==> src/rtl/xnor_neuron_seq.sv <==
// Sequencer for one binarised neuron: issues chunk reads, accumulates the
// delayed popcounts from the xnor_popcount datapath and thresholds the total.
module xnor_neuron_seq #(
   parameter int N   = 128,
   parameter int D   = $clog2(N) + 1,
   parameter int POP = 16,
   parameter int AW  = 3,
   parameter int LAT = 3
) (
   input  logic           clk,
   input  logic           rstn,
   input  logic           start,
   input  logic [AW:0]    num_chunks,
   input  logic [POP-1:0] threshold,
   output logic           busy,
   output logic [AW-1:0]  mem_addr,
   output logic           mem_re,
   input  logic [D-1:0]   pop_in,
   output logic           result_valid,
   input  logic           result_ready,
   output logic           result_out,
   output logic [POP-1:0] result_sum
);

   typedef enum logic [1:0] {IDLE, ISSUE, DRAIN, DONE} state_t;

   state_t         state_reg, state_next;
   logic [AW:0]    k_reg;
   logic [POP-1:0] thr_reg;
   logic [POP-1:0] acc_reg, acc_next, acc_sat;
   logic [POP:0]   acc_wide;
   logic [POP-1:0] sum_reg;
   logic           out_reg;
   logic [AW-1:0]  issue_cnt_reg;
   logic [AW:0]    ret_cnt_reg, ret_cnt_next;
   logic [LAT-1:0] vpipe_reg;
   logic [LAT:0]   vpipe_ext;
   logic           pipe_out;
   logic           last_issue;
   logic           start_accept;

   assign start_accept = (state_reg == IDLE) && start;
   assign last_issue   = ({1'b0, issue_cnt_reg} == (k_reg - {{AW{1'b0}}, 1'b1}));

   // Read strobes travel down this pipe so each returning pop_in is matched to a read.
   assign vpipe_ext = {vpipe_reg, mem_re};
   assign pipe_out  = vpipe_reg[LAT-1];

   assign acc_wide     = {1'b0, acc_reg} + {{(POP + 1 - D){1'b0}}, pop_in};
   assign acc_sat      = acc_wide[POP] ? {POP{1'b1}} : acc_wide[POP-1:0];
   assign acc_next     = pipe_out ? acc_sat : acc_reg;
   assign ret_cnt_next = ret_cnt_reg + {{AW{1'b0}}, pipe_out};

   assign mem_addr   = issue_cnt_reg;
   assign result_out = out_reg;
   assign result_sum = sum_reg;

   always_ff @(posedge clk) begin
      if (rstn) begin
         state_reg <= IDLE;
      end else begin
         state_reg <= state_next;
      end
   end

   always_comb begin
      state_next   = state_reg;
      busy         = 1'b1;
      mem_re       = 1'b0;
      result_valid = 1'b0;
      case (state_reg)
         IDLE: begin
            busy = 1'b0;
            if (start) begin
               state_next = (num_chunks == '0) ? DONE : ISSUE;
            end
         end
         ISSUE: begin
            mem_re = 1'b1;
            if (last_issue) begin
               state_next = DRAIN;
            end
         end
         DRAIN: begin
            // Exit on the edge that performs the final accumulation.
            if (ret_cnt_next == k_reg) begin
               state_next = DONE;
            end
         end
         DONE: begin
            result_valid = 1'b1;
            if (result_ready) begin
               state_next = IDLE;
            end
         end
         default: state_next = IDLE;
      endcase
   end

   always_ff @(posedge clk) begin
      if (rstn) begin
         k_reg         <= '0;
         thr_reg       <= '0;
         acc_reg       <= '0;
         sum_reg       <= '0;
         out_reg       <= 1'b0;
         issue_cnt_reg <= '0;
         ret_cnt_reg   <= '0;
         vpipe_reg     <= '0;
      end else begin
         vpipe_reg <= vpipe_ext[LAT-1:0];
         if (start_accept) begin
            k_reg         <= num_chunks;
            thr_reg       <= threshold;
            acc_reg       <= '0;
            issue_cnt_reg <= '0;
            ret_cnt_reg   <= '0;
            if (num_chunks == '0) begin
               sum_reg <= '0;
               out_reg <= 1'b0;
            end
         end else begin
            if (pipe_out) begin
               acc_reg     <= acc_next;
               ret_cnt_reg <= ret_cnt_next;
            end
            // The counter stops on the last address so mem_addr holds through DRAIN.
            if (state_reg == ISSUE && !last_issue) begin
               issue_cnt_reg <= issue_cnt_reg + {{(AW-1){1'b0}}, 1'b1};
            end
            if (state_reg == DRAIN && state_next == DONE) begin
               sum_reg <= acc_next;
               out_reg <= (acc_next > thr_reg);
            end
         end
      end
   end

endmodule

==> config.mk <==
export PLATFORM = sky130hd
export DESIGN_NAME = xnor_neuron_seq
export DESIGN_NICKNAME = d
export VERILOG_FILES = /design/src/rtl/xnor_neuron_seq.sv
export SDC_FILE = /design/constraint.sdc
export NUM_CORES = 1
export LEC_CHECK = 0
export BUFFER_PORTS_ARGS = -buffer_cell sky130_fd_sc_hd__buf_2
export CAP_MARGIN = 20
export CORE_MARGIN = 2
export CORE_UTILIZATION = 55
export CTS_CLUSTER_DIAMETER = 150
export DETAILED_ROUTE_END_ITERATION = 8
export HOLD_SLACK_MARGIN = 0.03
export PLACE_DENSITY = 0.77
export REMOVE_ABC_BUFFERS = 1
export SYNTH_ARGS = -nofsm -noshare
export SYNTH_HDL_FRONTEND = slang
export SYNTH_SLANG_ARGS = --single-unit
==> constraint.sdc <==
create_clock -name clk -period 9.3 [get_ports clk]
set_input_delay 0.465 -clock clk [delete_from_list [all_inputs] [get_ports clk]]
set_output_delay 0.465 -clock clk [all_outputs]
set_load 0.01 [all_outputs]
==> summary by stage <==
Timing
Headroom to the max-slew limit came out at 0.423. Setup repair after global routing left no endpoint under its margin. For the pin with the worst max-slew slack, the measured transition is 865 ps. The shortest period the worst path allows is 3360 ps. Hold timing on the final database bottoms out at a slack of 362 ps.

Based on the critical path, the design can be clocked at up to 0.298 GHz. The largest clock skew in the final design is 8.25 ps. The number of hold violations in the final report came to 0. In the finished design, the share of the clock period the worst path needs comes to 0.361. The max-slew violation count came to 0. The accumulated negative setup slack is 0 ps. The total of endpoints with negative setup slack in the final report is 0.

Power and ir drop
After layout, the design draws a total of 0.000566 W. Power spread over the standard cell area amounts to 145 nW/µm². Summed over all cells, the static leakage comes to 1.74 nW.

The worst-case IR drop observed on VDD is 119 µV.

Clock network
The later pin in the worst-skew pair is clocked with a latency of 340 ps. In this run, post-CTS hold repair placed 0 buffers. In this run the post-CTS setup repair buffer count came out at 0. The number of gates resized after CTS was 0. The H-tree generated during clock tree synthesis spans 3 levels. Clock tree synthesis selected as its root buffer the cell sky130_fd_sc_hd__clkbuf_8. Counting the buffers created by CTS gives 9.

The clock transition at the register clock pins on the worst setup and hold paths after CTS is 60 ps. The clock net in this run drives a total of 65 sinks. The CTS tree is built.

The clock passes through at most 2 buffers.

Worst setup path
The cell with the largest stage delay on the worst path is sky130_fd_sc_hd__fa_1. The worst setup path is launched from a register. STA puts the critical path data arrival time at 3580 ps. At the worst endpoint, the required time is 9530 ps. The buffer and inverter count on the worst path is 0. The critical path is of the register to register type. The peak per-stage delay on the critical path is 420 ps.

The maximum net fanout on the critical path is 8. The dominant delay contributor by cell family on the critical path is compound AO/OA/AOI/OAI gates. For flop-to-flop paths, the worst setup slack is 5940 ps. The cell type with the highest occurrence count on the critical path is sky130_fd_sc_hd__ha_1. The endpoint of the worst register-to-register path is result_out.

Traced cell by cell, the critical path runs through ha_1, fa_1, nand3_1, a21oi_2, o21a_4, a2111oi_4, nor2_2, ha_1, a21oi_1, nor2_1, a211oi_1, o21ai_0, a211o_1, a32o_1. The worst register-to-register path begins at acc_reg[0]. STA classifies the critical path endpoint as a register. Measured in cells, the most critical reg-to-reg path has a length of 14.

Yosys
The count of warnings emitted by yosys is 0. After synthesis, the netlist uses 59 different library cells. The count of flip-flops with a built-in enable after synthesis is 0.

The portion of synthesized area spent on multiplexers is 0.0235. In the synthesized netlist the dominant register cell turns out to be sky130_fd_sc_hd__dfxtp_1. Dividing the synthesized area by the synthesized cell count gives 8.58 µm². The post-synthesis compound-gate area fraction came to 0.179. Summing every instance area after synthesis gives 3460 µm². Of the total synthesized cell area, the portion taken by full adders, half adders and majority gates is 0.107. Of the total synthesized cell area, the portion taken by AND, OR, NAND and NOR gates is 0.205. The synthesized-area fraction occupied by xor and xnor cells is 0.0542. After synthesis the netlist holds a flip-flop and latch count of 65.

After technology mapping, the gate count stands at 403. By area, the combinational part of the netlist is dominated by simple AND/OR/NAND/NOR gates. For this run, the register share of the synthesized area comes to 0.376. For this run, asynchronously set or reset flops after synthesis account for 0.

Routing
The total vias in the final route is 2871. The final routed wirelength across all metal layers is 7290 µm. The number of iterations in the first detailed-routing pass is 5.

The wire length per cell is 13.7 µm. The routed via count divided by cell count is 5.39. The count of nets left with antenna violations once routing finished came out at 0. In the routed design, unresolved DRC markers number 0.

The number of DRC markers in iteration 0 is 167.

Layout
In the layout the commonest cells are sky130_fd_sc_hd__dfxtp_1 (65), sky130_fd_sc_hd__nand2_1 (60), sky130_fd_sc_hd__buf_2 (54). The commonest non-fill, non-tap cell in the layout is sky130_fd_sc_hd__dfxtp_1. The count of nets after finishing is 515. The finished cells cover 3920 µm².

The finished layout holds 533 standard cells, fillers aside. The number of filler cells placed in the layout is 513. Of the cells placed in the final design, the portion with a size suffix greater than 1 is 0.194. The area growth from synthesis to layout is 13.2%. The repair_antennas step left the layout with diodes totalling 0.

Outcome
The run finished with clean final reports.

Placed design
The count of port buffers added during placement is 54. The total half-perimeter wirelength after legalization and detailed placement is 5540 µm. In this run, placement finished with an instance count of 518. The routability congestion estimate is 0.855. The instance area at placement is 3760 µm².

Floorplanning
The width of the chip is 83.3 µm. The core box area is 5990 µm². The initialized floorplan defines 28 standard-cell rows. The initial utilization of the core area, before any placement, comes to 0.577. The die area is 6940 µm². For this design the top-level I/O count stands at 55. The vertical extent of the die is 83.3 µm.

Global routing
For this run the aggregate overflow at the end of global routing stands at 0. The number of global-route vias before repair is 2620. The initial antenna violation count came to 0. Entering global routing, the biggest net connects 31 pins. The first global-routing pass estimated 12300 µm of wire. The overall routing resource usage is 0.217.

Hold path
Along the worst hold path, the cell count comes to 3. The path with the worst hold slack has its endpoint at thr_reg[6]. The worst min-delay path class is primary input to register.

The hold path startpoint is threshold[6].

Flow run
The tool flagged a number of max-cap violations equal to 0.
## synthesized netlist by cell type (2+ instances only)
cell type | n | share of area
sky130_fd_sc_hd__o21ai_2 | 2 | 0.0051
sky130_fd_sc_hd__xnor2_1 | 11 | 0.028
sky130_fd_sc_hd__ha_1 | 28 | 0.10
sky130_fd_sc_hd__xor2_1 | 4 | 0.010
sky130_fd_sc_hd__nand3b_1 | 2 | 0.0043
sky130_fd_sc_hd__o21a_1 | 2 | 0.0043
sky130_fd_sc_hd__clkbuf_1 | 11 | 0.012
sky130_fd_sc_hd__nand4_1 | 4 | 0.0072
sky130_fd_sc_hd__nor3_1 | 6 | 0.0087
sky130_fd_sc_hd__or3_1 | 2 | 0.0036
sky130_fd_sc_hd__mux2_4 | 2 | 0.0087
sky130_fd_sc_hd__a21o_1 | 2 | 0.0043
sky130_fd_sc_hd__xnor2_2 | 2 | 0.0094
sky130_fd_sc_hd__a211oi_2 | 2 | 0.0072
sky130_fd_sc_hd__o22ai_1 | 2 | 0.0036
sky130_fd_sc_hd__a31oi_1 | 3 | 0.0054
sky130_fd_sc_hd__nand2b_1 | 6 | 0.011
sky130_fd_sc_hd__nand2_1 | 60 | 0.065
sky130_fd_sc_hd__a21oi_1 | 34 | 0.049
sky130_fd_sc_hd__dfxtp_1 | 65 | 0.38
sky130_fd_sc_hd__and3_1 | 2 | 0.0036
sky130_fd_sc_hd__a22o_1 | 7 | 0.018
sky130_fd_sc_hd__buf_6 | 2 | 0.0065
sky130_fd_sc_hd__inv_1 | 33 | 0.036
sky130_fd_sc_hd__nor2b_1 | 3 | 0.0054
sky130_fd_sc_hd__and2_1 | 9 | 0.016
sky130_fd_sc_hd__o21ai_0 | 20 | 0.029
sky130_fd_sc_hd__nand3_1 | 15 | 0.022
sky130_fd_sc_hd__nor2_1 | 29 | 0.031
sky130_fd_sc_hd__mux2i_1 | 4 | 0.012
## worst register-to-register path, cell delays in order, from the launching register on
cell                        delay [ps]
sky130_fd_sc_hd__dfxtp_1           310
sky130_fd_sc_hd__ha_1              220
sky130_fd_sc_hd__fa_1              420
sky130_fd_sc_hd__nand3_1           130
sky130_fd_sc_hd__a21oi_2            90
sky130_fd_sc_hd__o21a_4            270
sky130_fd_sc_hd__a2111oi_4         390
sky130_fd_sc_hd__nor2_2             70
sky130_fd_sc_hd__ha_1              290
sky130_fd_sc_hd__a21oi_1           160
sky130_fd_sc_hd__nor2_1             60
sky130_fd_sc_hd__a211oi_1          200
sky130_fd_sc_hd__o21ai_0           100
sky130_fd_sc_hd__a211o_1           270
sky130_fd_sc_hd__a32o_1            250
## layer usage
layer  share of wire  track usage  up-vias
met5               0            0        -
met1            0.48        0.310     1287
met4           0.019        0.106        0
met3           0.050       0.0338       15
li1                -            -     1485
met2            0.45        0.317       84
## logic make-up (layout without fill, tap and decap cells)
| family | Yosys count | count (layout) |
|---|---|---|
| XOR/XNOR | 18 | 18 |
| multiplexers | 7 | 7 |
| flip-flops | 65 | 65 |
| AND/OR/NAND/NOR | 147 | 147 |
| AO/OA/AOI/OAI | 90 | 90 |
| adder cells (fa/ha/maj) | 29 | 29 |
| buffers and inverters | 47 | 102 |
## report_power, final
part / total, W / switching, W / internal [W] / leakage [nW]
combinational: 0.0000739 / 0.0000433 / 0.0000306 / 1.13
clock: 0.000199 / 0.0000988 / 0.000101 / 0.0887
sequential: 0.000293 / 0.00000651 / 0.000287 / 0.527
total: 0.000566 / 0.000149 / 0.000418 / 1.74
## worst max path at each step
stage                            end  cells past startpoint  slack (ps)        from
after floorplan           result_out                     14        6010   pop_in[0]
after global placement    result_out                     15        5800   pop_in[0]
after detailed placement  result_out                     15        5680   pop_in[0]
after CTS                 result_out                     14        5960  acc_reg[0]
after global routing      result_out                     15        5660  acc_reg[0]
final                     result_out                     14        5940  acc_reg[0]
## metrics by stage
stage	setup slack, ps	utilization
6_report	5940	0.654
5_1_grt	5660	0.654
4_1_cts	5960	0.654
3_5_place_dp	5680	0.627
3_3_place_gp	5800	0.627
2_1_floorplan	6010	-
## layout make-up
cell class                 instances  area [µm²]  share of cell area
inverter                          33         124              0.0316
multi-input combinational        291        1970               0.502
sequential                        65        1300               0.332
tap                               75        93.8              0.0240
timing repair buffer              54         270              0.0690
clock buffer                      11         141              0.0361
clock inverter                     4        20.0             0.00511
No activity file was read; power rests on OpenSTA's default activity.
